### config.mk
export PLATFORM = sky130hd
export DESIGN_NAME = issue_queue_ctrl
export DESIGN_NICKNAME = d
export VERILOG_FILES = /design/src/rtl/issue_queue_ctrl.sv
export SDC_FILE = /design/constraint.sdc
export NUM_CORES = 1
export LEC_CHECK = 0
export BUFFER_PORTS_ARGS = -buffer_cell sky130_fd_sc_hd__buf_2
export CORE_UTILIZATION = 47
export DETAILED_ROUTE_END_ITERATION = 10
export PLACE_DENSITY = 0.66
export SYNTH_ARGS = -nofsm -noshare
export SYNTH_HDL_FRONTEND = slang
export SYNTH_SLANG_ARGS = --single-unit
### constraint.sdc
create_clock -name clk -period 4.7 [get_ports clk]
set_clock_uncertainty 0.15 [all_clocks]
set_input_delay 0.235 -clock clk [delete_from_list [all_inputs] [get_ports clk]]
set_output_delay 0.235 -clock clk [all_outputs]
set_load 0.05 [all_outputs]
### src/rtl/issue_queue_ctrl.sv
// issue_queue_ctrl: in-order instruction buffer between fetch and issue.
// The head entry is released only when the ROB and its target station (RS or LSB) have room.
module issue_queue_ctrl #(
  parameter int QUEUE_LOG = 2
) (
  input  logic        clk,
  input  logic        rst,
  input  logic        rdy,
  input  logic        flush,
  input  logic        if_valid,
  input  logic [31:0] if_inst,
  input  logic [31:0] if_pc,
  output logic        iq_full,
  input  logic        rob_full,
  input  logic        rs_full,
  input  logic        lsb_full,
  output logic        issue_valid,
  output logic [31:0] issue_inst,
  output logic [31:0] issue_pc,
  output logic        issue_is_mem
);

  localparam int DEPTH    = 1 << QUEUE_LOG;
  localparam int DEPTH_M1 = DEPTH - 1;
  localparam logic [QUEUE_LOG:0] C_DEPTH     = DEPTH[QUEUE_LOG:0];
  localparam logic [QUEUE_LOG:0] C_FULL_MARK = DEPTH_M1[QUEUE_LOG:0];
  localparam logic [6:0] C_OP_LOAD  = 7'b0000011;
  localparam logic [6:0] C_OP_STORE = 7'b0100011;

  logic [31:0]          r_inst_q [DEPTH];
  logic [31:0]          r_pc_q   [DEPTH];
  logic [QUEUE_LOG-1:0] r_head;
  logic [QUEUE_LOG-1:0] r_tail;
  logic [QUEUE_LOG:0]   r_count;
  logic                 r_issue_valid;
  logic [31:0]          r_issue_inst;
  logic [31:0]          r_issue_pc;
  logic                 r_issue_is_mem;

  logic [31:0] w_head_inst;
  logic [31:0] w_head_pc;
  logic        w_head_is_mem;
  logic        w_push;
  logic        w_pop;
  logic        w_advance;

  always_comb begin
    w_head_inst   = r_inst_q[r_head];
    w_head_pc     = r_pc_q[r_head];
    w_head_is_mem = (w_head_inst[6:0] == C_OP_LOAD) || (w_head_inst[6:0] == C_OP_STORE);
  end

  // Downstream full flags already reserve one slot, so no extra margin is needed here.
  assign w_push    = if_valid && (r_count < C_DEPTH);
  assign w_pop     = (r_count != '0) && !rob_full && (w_head_is_mem ? !lsb_full : !rs_full);
  assign w_advance = !rst && rdy && !flush;

  // Storage needs no reset: entries are only read while count says they are valid.
  always_ff @(posedge clk) begin
    if (w_advance && w_push) begin
      r_inst_q[r_tail] <= if_inst;
      r_pc_q[r_tail]   <= if_pc;
    end
  end

  always_ff @(posedge clk) begin
    if (rst) begin
      r_head         <= '0;
      r_tail         <= '0;
      r_count        <= '0;
      r_issue_valid  <= 1'b0;
      r_issue_inst   <= '0;
      r_issue_pc     <= '0;
      r_issue_is_mem <= 1'b0;
    end else if (rdy) begin
      if (flush) begin
        r_head        <= '0;
        r_tail        <= '0;
        r_count       <= '0;
        r_issue_valid <= 1'b0;
      end else begin
        r_issue_valid <= w_pop;
        if (w_push) begin
          r_tail <= r_tail + 1'b1;
        end
        if (w_pop) begin
          r_head         <= r_head + 1'b1;
          r_issue_inst   <= w_head_inst;
          r_issue_pc     <= w_head_pc;
          r_issue_is_mem <= w_head_is_mem;
        end
        case ({w_push, w_pop})
          2'b10:   r_count <= r_count + 1'b1;
          2'b01:   r_count <= r_count - 1'b1;
          default: r_count <= r_count;
        endcase
      end
    end
  end

  assign iq_full      = (r_count >= C_FULL_MARK);
  assign issue_valid  = r_issue_valid;
  assign issue_inst   = r_issue_inst;
  assign issue_pc     = r_issue_pc;
  assign issue_is_mem = r_issue_is_mem;

endmodule
Word-level counts from Yosys, hierarchy flattened
Memories as Yosys holds them, arrays and structs flattened. A register that Yosys moved wholly into a read port is not among the register bits.
Index checks and enable logic that the tools add are counted.
W data, S select, Z words.

word-level totals
  memories kept = 2
  bits in writable memories = 256
  bits in registers = 41
  logic and storage cells = 51

operators by class
  equality and inequality tests = 4
  $lt $le $gt $ge = 2
  mux-type cells = 12
  bitwise operators = 1
  reductions and logical operators = 20
  add/sub/neg operators = 4

memory list
  name      depth  bits a word  read ports  clocked after Yosys merged registers in  write ports  line  RTL
  r_inst_q  4      32           1           1                                        1            30    logic [31:0] r_inst_q [DEPTH];
  r_pc_q    4      32           1           1                                        1            31    logic [31:0] r_pc_q [DEPTH];

operators with widths
  operator               number
  $mux W2                6
  $eq A7 B2 Y1 const B   1
  $eq A7 B6 Y1 const B   1
  $logic_and A1 B1 Y1    6
  $pmux W3 S2            1
  $reduce_and A2 Y1      3
  $reduce_bool A3 Y1     2
  $logic_not A1 Y1       5
  $add A2 B1 Y2 const B  2
  $mux W1                4
  $reduce_bool A2 Y1     2
  $add A3 B1 Y3 const B  1
  $ge A3 B2 Y1 const B   1
  $lt A3 B3 Y1 const B   1
  $mux W3                1
  $reduce_and A3 Y1      1
  $sub A3 B1 Y3 const B  1
  $eq A2 B1 Y1 const B   1
  $eq A2 B2 Y1 const B   1
  $logic_or A1 B1 Y1     1
  $not A1 Y1             1

Logic depth before layout (Yosys ltp)
  word-level depth = 8
  gate-level depth with buffers = 12

Worst setup path after synthesis
Ideal clock, no wire load.

  path type = flip-flop to flip-flop
  start = reg r_count[2]
  end = mem r_inst_q[0][0] (enable)
  clock period less this slack = 2.999 ns
  path buffers = 1
  cell stages (with the launch flop) = 6
  path slack = 1.701 ns
  arrival time = 2.420 ns
  cells stage by stage = dfxtp_1 nor2b_1 clkbuf_1 nand2_1 nor2_1 and2_1

on the way
  cells in the longest elaborated chain, start to end = 5

ends and longest elaborated chain
  what                           line  RTL
  start, declared                34    logic [QUEUE_LOG:0] r_count;
  start signal, assigned         93    2'b10: r_count <= r_count + 1'b1;
  start signal, assigned         94    2'b01: r_count <= r_count - 1'b1;
  start signal, assigned         95    default: r_count <= r_count;
  $lt A3 B3 Y1                   54    assign w_push = if_valid && (r_count < C_DEPTH);
  $logic_and A1 B1 Y1            54
  $logic_and A1 B1 Y1            60    if (w_advance && w_push) begin
  $mux W1                        60
  $mux W1 (implied by the code)  61    r_inst_q[r_tail] <= if_inst;
  end, declared                  30

Every way passes these cells.

==> flow_metrics.tcl <==
set metrics [dict create \
    ys_seq_area_share_pct 74.5 \
    synth_area_per_cell_sq_um 17.8 \
    drv_slew 0 \
    cp_max_fo 17 \
    hold_path_end "r_count[0]" \
    status "completed" \
    grt_setup_unrepaired "no" \
    syn-num-nets 771 \
    synth_top_family_by_area "multiplexers" \
    clockBufferDepth 3 \
    numCtsBuffers 36 \
    routed_wl_um 24800 \
    rows 58 \
    clkSlewWorstSetupHoldPaths_ns 0.06 \
    synth_common_cells "edfxtp_1 (256), nand2_1 (103), dfxtp_1 (75), mux4_2 (64), a21oi_1 (39)" \
    place_hpwl_um 13600 \
    yosys_warnings 0 \
    grt_pass1_vias 7250 \
    fp.dieH_um 164 \
    muxShareOfSynthArea_pct 11.8 \
    antenna_found_initial 2 \
    cp_slowest_cell "dfxtp_2" \
    critPathBufInv 1 \
    synth_flop_cell "edfxtp_1" \
    die_w_um 164 \
    core_area_sq_um 25500 \
    cts.htree.levels 2 \
    crit_type "flop to flop" \
    worst_setup_path_start_kind "flop" \
    post-route-period-util_pct 87.9 \
    worst_slew_pin_slew_ns 1.10 \
    relSlewSlack_pct 26.8 \
    hp-start "rs_full" \
    synth_cells 694 \
    initial_core_util_pct 48.4 \
    dpl_cell_area_sq_um 13300 \
    arrival_ns 4.43 \
    hold_viol 0 \
    max-cap-violations 0 \
    overflow 0 \
    powerDensity_nw_per_um2 411 \
    cts-root-buf "clkbuf_16" \
    holdCritPathClass "input pin to flop" \
    vias_per_cell 5.31 \
    stdcell_area_sq_um 15200 \
    crit_family "simple AND/OR/NAND/NOR gates" \
    wl_per_cell_um 19.6 \
    drive_gt1_share_pct 36.5 \
    synth_area_sq_um 12300 \
    synth_most_common_cell "edfxtp_1" \
    cts_sinks 331 \
    fin_setup_tns_ns 0 \
    via_count 6707 \
    synth_cell_types 43 \
    worstPathRequired_ns 5.00 \
    drt_iter0_drc 370 \
    drc 0 \
    synth_area_leaders "edfxtp_1 (62%), dfxtp_1 (12%), mux4_2 (12%), nand2_1 (3.1%), a21oi_2 (2.1%)" \
    yosys.area.top_type "edfxtp_1" \
    io_pins 139 \
    reg2regPathDepth 10 \
    ys_seq_elements 331 \
    worstPathCellList "mux4_2 > nor4b_4 > a311oi_2 > and2_1 > nor2b_1 > fa_1 > nor4_1 > mux2i_1 > o31ai_1 > dlygate4sd3_1" \
    portBuffers 138 \
    nNetsFinal 980 \
    async_flop_share_pct 0 \
    area_delta_synth_final_pct 23.3 \
    synth_top_area_share_pct 62.4 \
    firstDrtPassIters 4 \
    synth-compound-area-share_pct 4.80 \
    synthAdderAreaFrac_pct 0.568 \
    cpPeakStageDelay_ns 0.71 \
    synth_edf_count 256 \
    grt_usage_pct 19.2 \
    r2r-end "r_count[2]" \
    cts_tree "built" \
    synth_xor_area_share_pct 0 \
    finalSetupViolCount 0 \
    fp.dieArea_sq_um 26900 \
    r2r_slack_ns 0.57 \
    fin_crit_ns 4.13 \
    ir_worst_vdd_v 0.000277 \
    grt_pass1_wl_um 38600 \
    ant_nets 0 \
    synth-simple-area-share_pct 6.28 \
    p_leak_nw 5.15 \
    clock_latency_ns 0.51 \
    gp_congestion 0.803 \
    hold_depth 5 \
    grt_max_degree 75 \
    cts_resized 0 \
    cp-end-kind "flop" \
    max_freq_mhz 242 \
]
-- power by group --
part | internal [W] | switching (W) | total [W] | leakage (nW)
clock network | 0.00180 | 0.00110 | 0.00290 | 0.613
registers | 0.00317 | 0.00000700 | 0.00317 | 2.91
logic | 0.0000820 | 0.0000943 | 0.000176 | 1.62
total | 0.00505 | 0.00120 | 0.00625 | 5.15
-- worst min-delay path: stages --
cell and delay [ns]:
buf_2 0.10, o31ai_1 0.07, a22o_1 0.21, nand4b_1 0.10, a31oi_1 0.08
-- cell usage in the layout, fill, tap and decap left out, drive strengths merged, types with 4 or more instances in the layout --
| cell | n |
|---|---|
| a21oi | 69 |
| and2 | 5 |
| buf | 143 |
| bufinv | 5 |
| clkbuf | 47 |
| clkinv | 9 |
| dfxtp | 75 |
| dlygate4sd3 | 67 |
| edfxtp | 256 |
| ha | 4 |
| inv | 7 |
| mux4 | 64 |
| nand2 | 133 |
| nor2 | 8 |
-- timing repair --
| item | CTS | global route |
|---|---|---|
| setup buffers | 0 | 0 |
| hold buffers | 67 | 0 |
| endpoints found under the hold margin | 262 | 0 |
-- cell type report --
cell class                      count  area (sq um)
Fill cell                        1937         10300
Sequential cell                   331          9190
Multi-Input combinational cell    320          2920
Timing Repair Buffer              210          1410
Clock buffer                       47          1010
Tap cell                          330           413
Clock inverter                     18           226
Inverter                            4          15.0
Antenna cell                        2          5.00
-- flip-flops by register name, summed over array words and instances, names as in the netlist, named ones only --
| signal | count |
|---|---|
| r_pc_q | 128 |
| r_count | 3 |
| issue_pc | 32 |
| r_head | 2 |
| issue_valid | 1 |
| issue_is_mem | 1 |
| issue_inst | 32 |
| r_tail | 2 |
| r_inst_q | 128 |
-- kinds of logic (layout without fill, tap and decap cells) --
group | after synthesis | after routing
flip-flops | 331 | 331
buffers and inverters | 43 | 279
other | 0 | 2
AND/OR/NAND/NOR | 164 | 164
adder cells (fa/ha/maj) | 5 | 5
AO/OA/AOI/OAI | 86 | 86
multiplexers | 65 | 65
-- metal layers --
layer | GRT usage [%] | up-vias | wire (um)
li1 | - | 3069 | -
met1 | 23.8 | 3428 | 10300
met2 | 33.5 | 172 | 12800
met3 | 3.41 | 38 | 1150
met4 | 7.15 | 0 | 550
met5 | 0 | - | 0
-- through the flow --
| step | std cells | setup slack, ns | total power [W] | hold WS [ns] | util, % |
|---|---|---|---|---|---|
| after floorplan | 694 | 1.70 | 0.00329 | 0.184 | - |
| after global placement | 1128 | 1.06 | 0.00335 | 0.292 | 52.1 |
| after detailed placement | 1128 | 1.07 | 0.00336 | 0.299 | 52.1 |
| after CTS | 1260 | 0.514 | 0.00630 | 0.176 | 59.6 |
| after global routing | 1262 | 0.216 | 0.00642 | 0.248 | 59.7 |
| final | 1262 | 0.567 | 0.00625 | 0.206 | 59.7 |
-- worst max path at each step --
stage                     startpoint             end  slack (ns)  depth (start not counted)
final                           flop      r_count[2]        0.57                         10
after CTS                       flop      r_count[2]        0.51                         10
after detailed placement        flop      r_count[2]        1.07                          9
after global routing            flop      r_count[2]        0.22                         10
after global placement          flop      r_count[2]        1.06                          9
after floorplan           r_count[2]  r_inst_q[0][0]        1.70                          5
(Power assumes the default switching activity.)
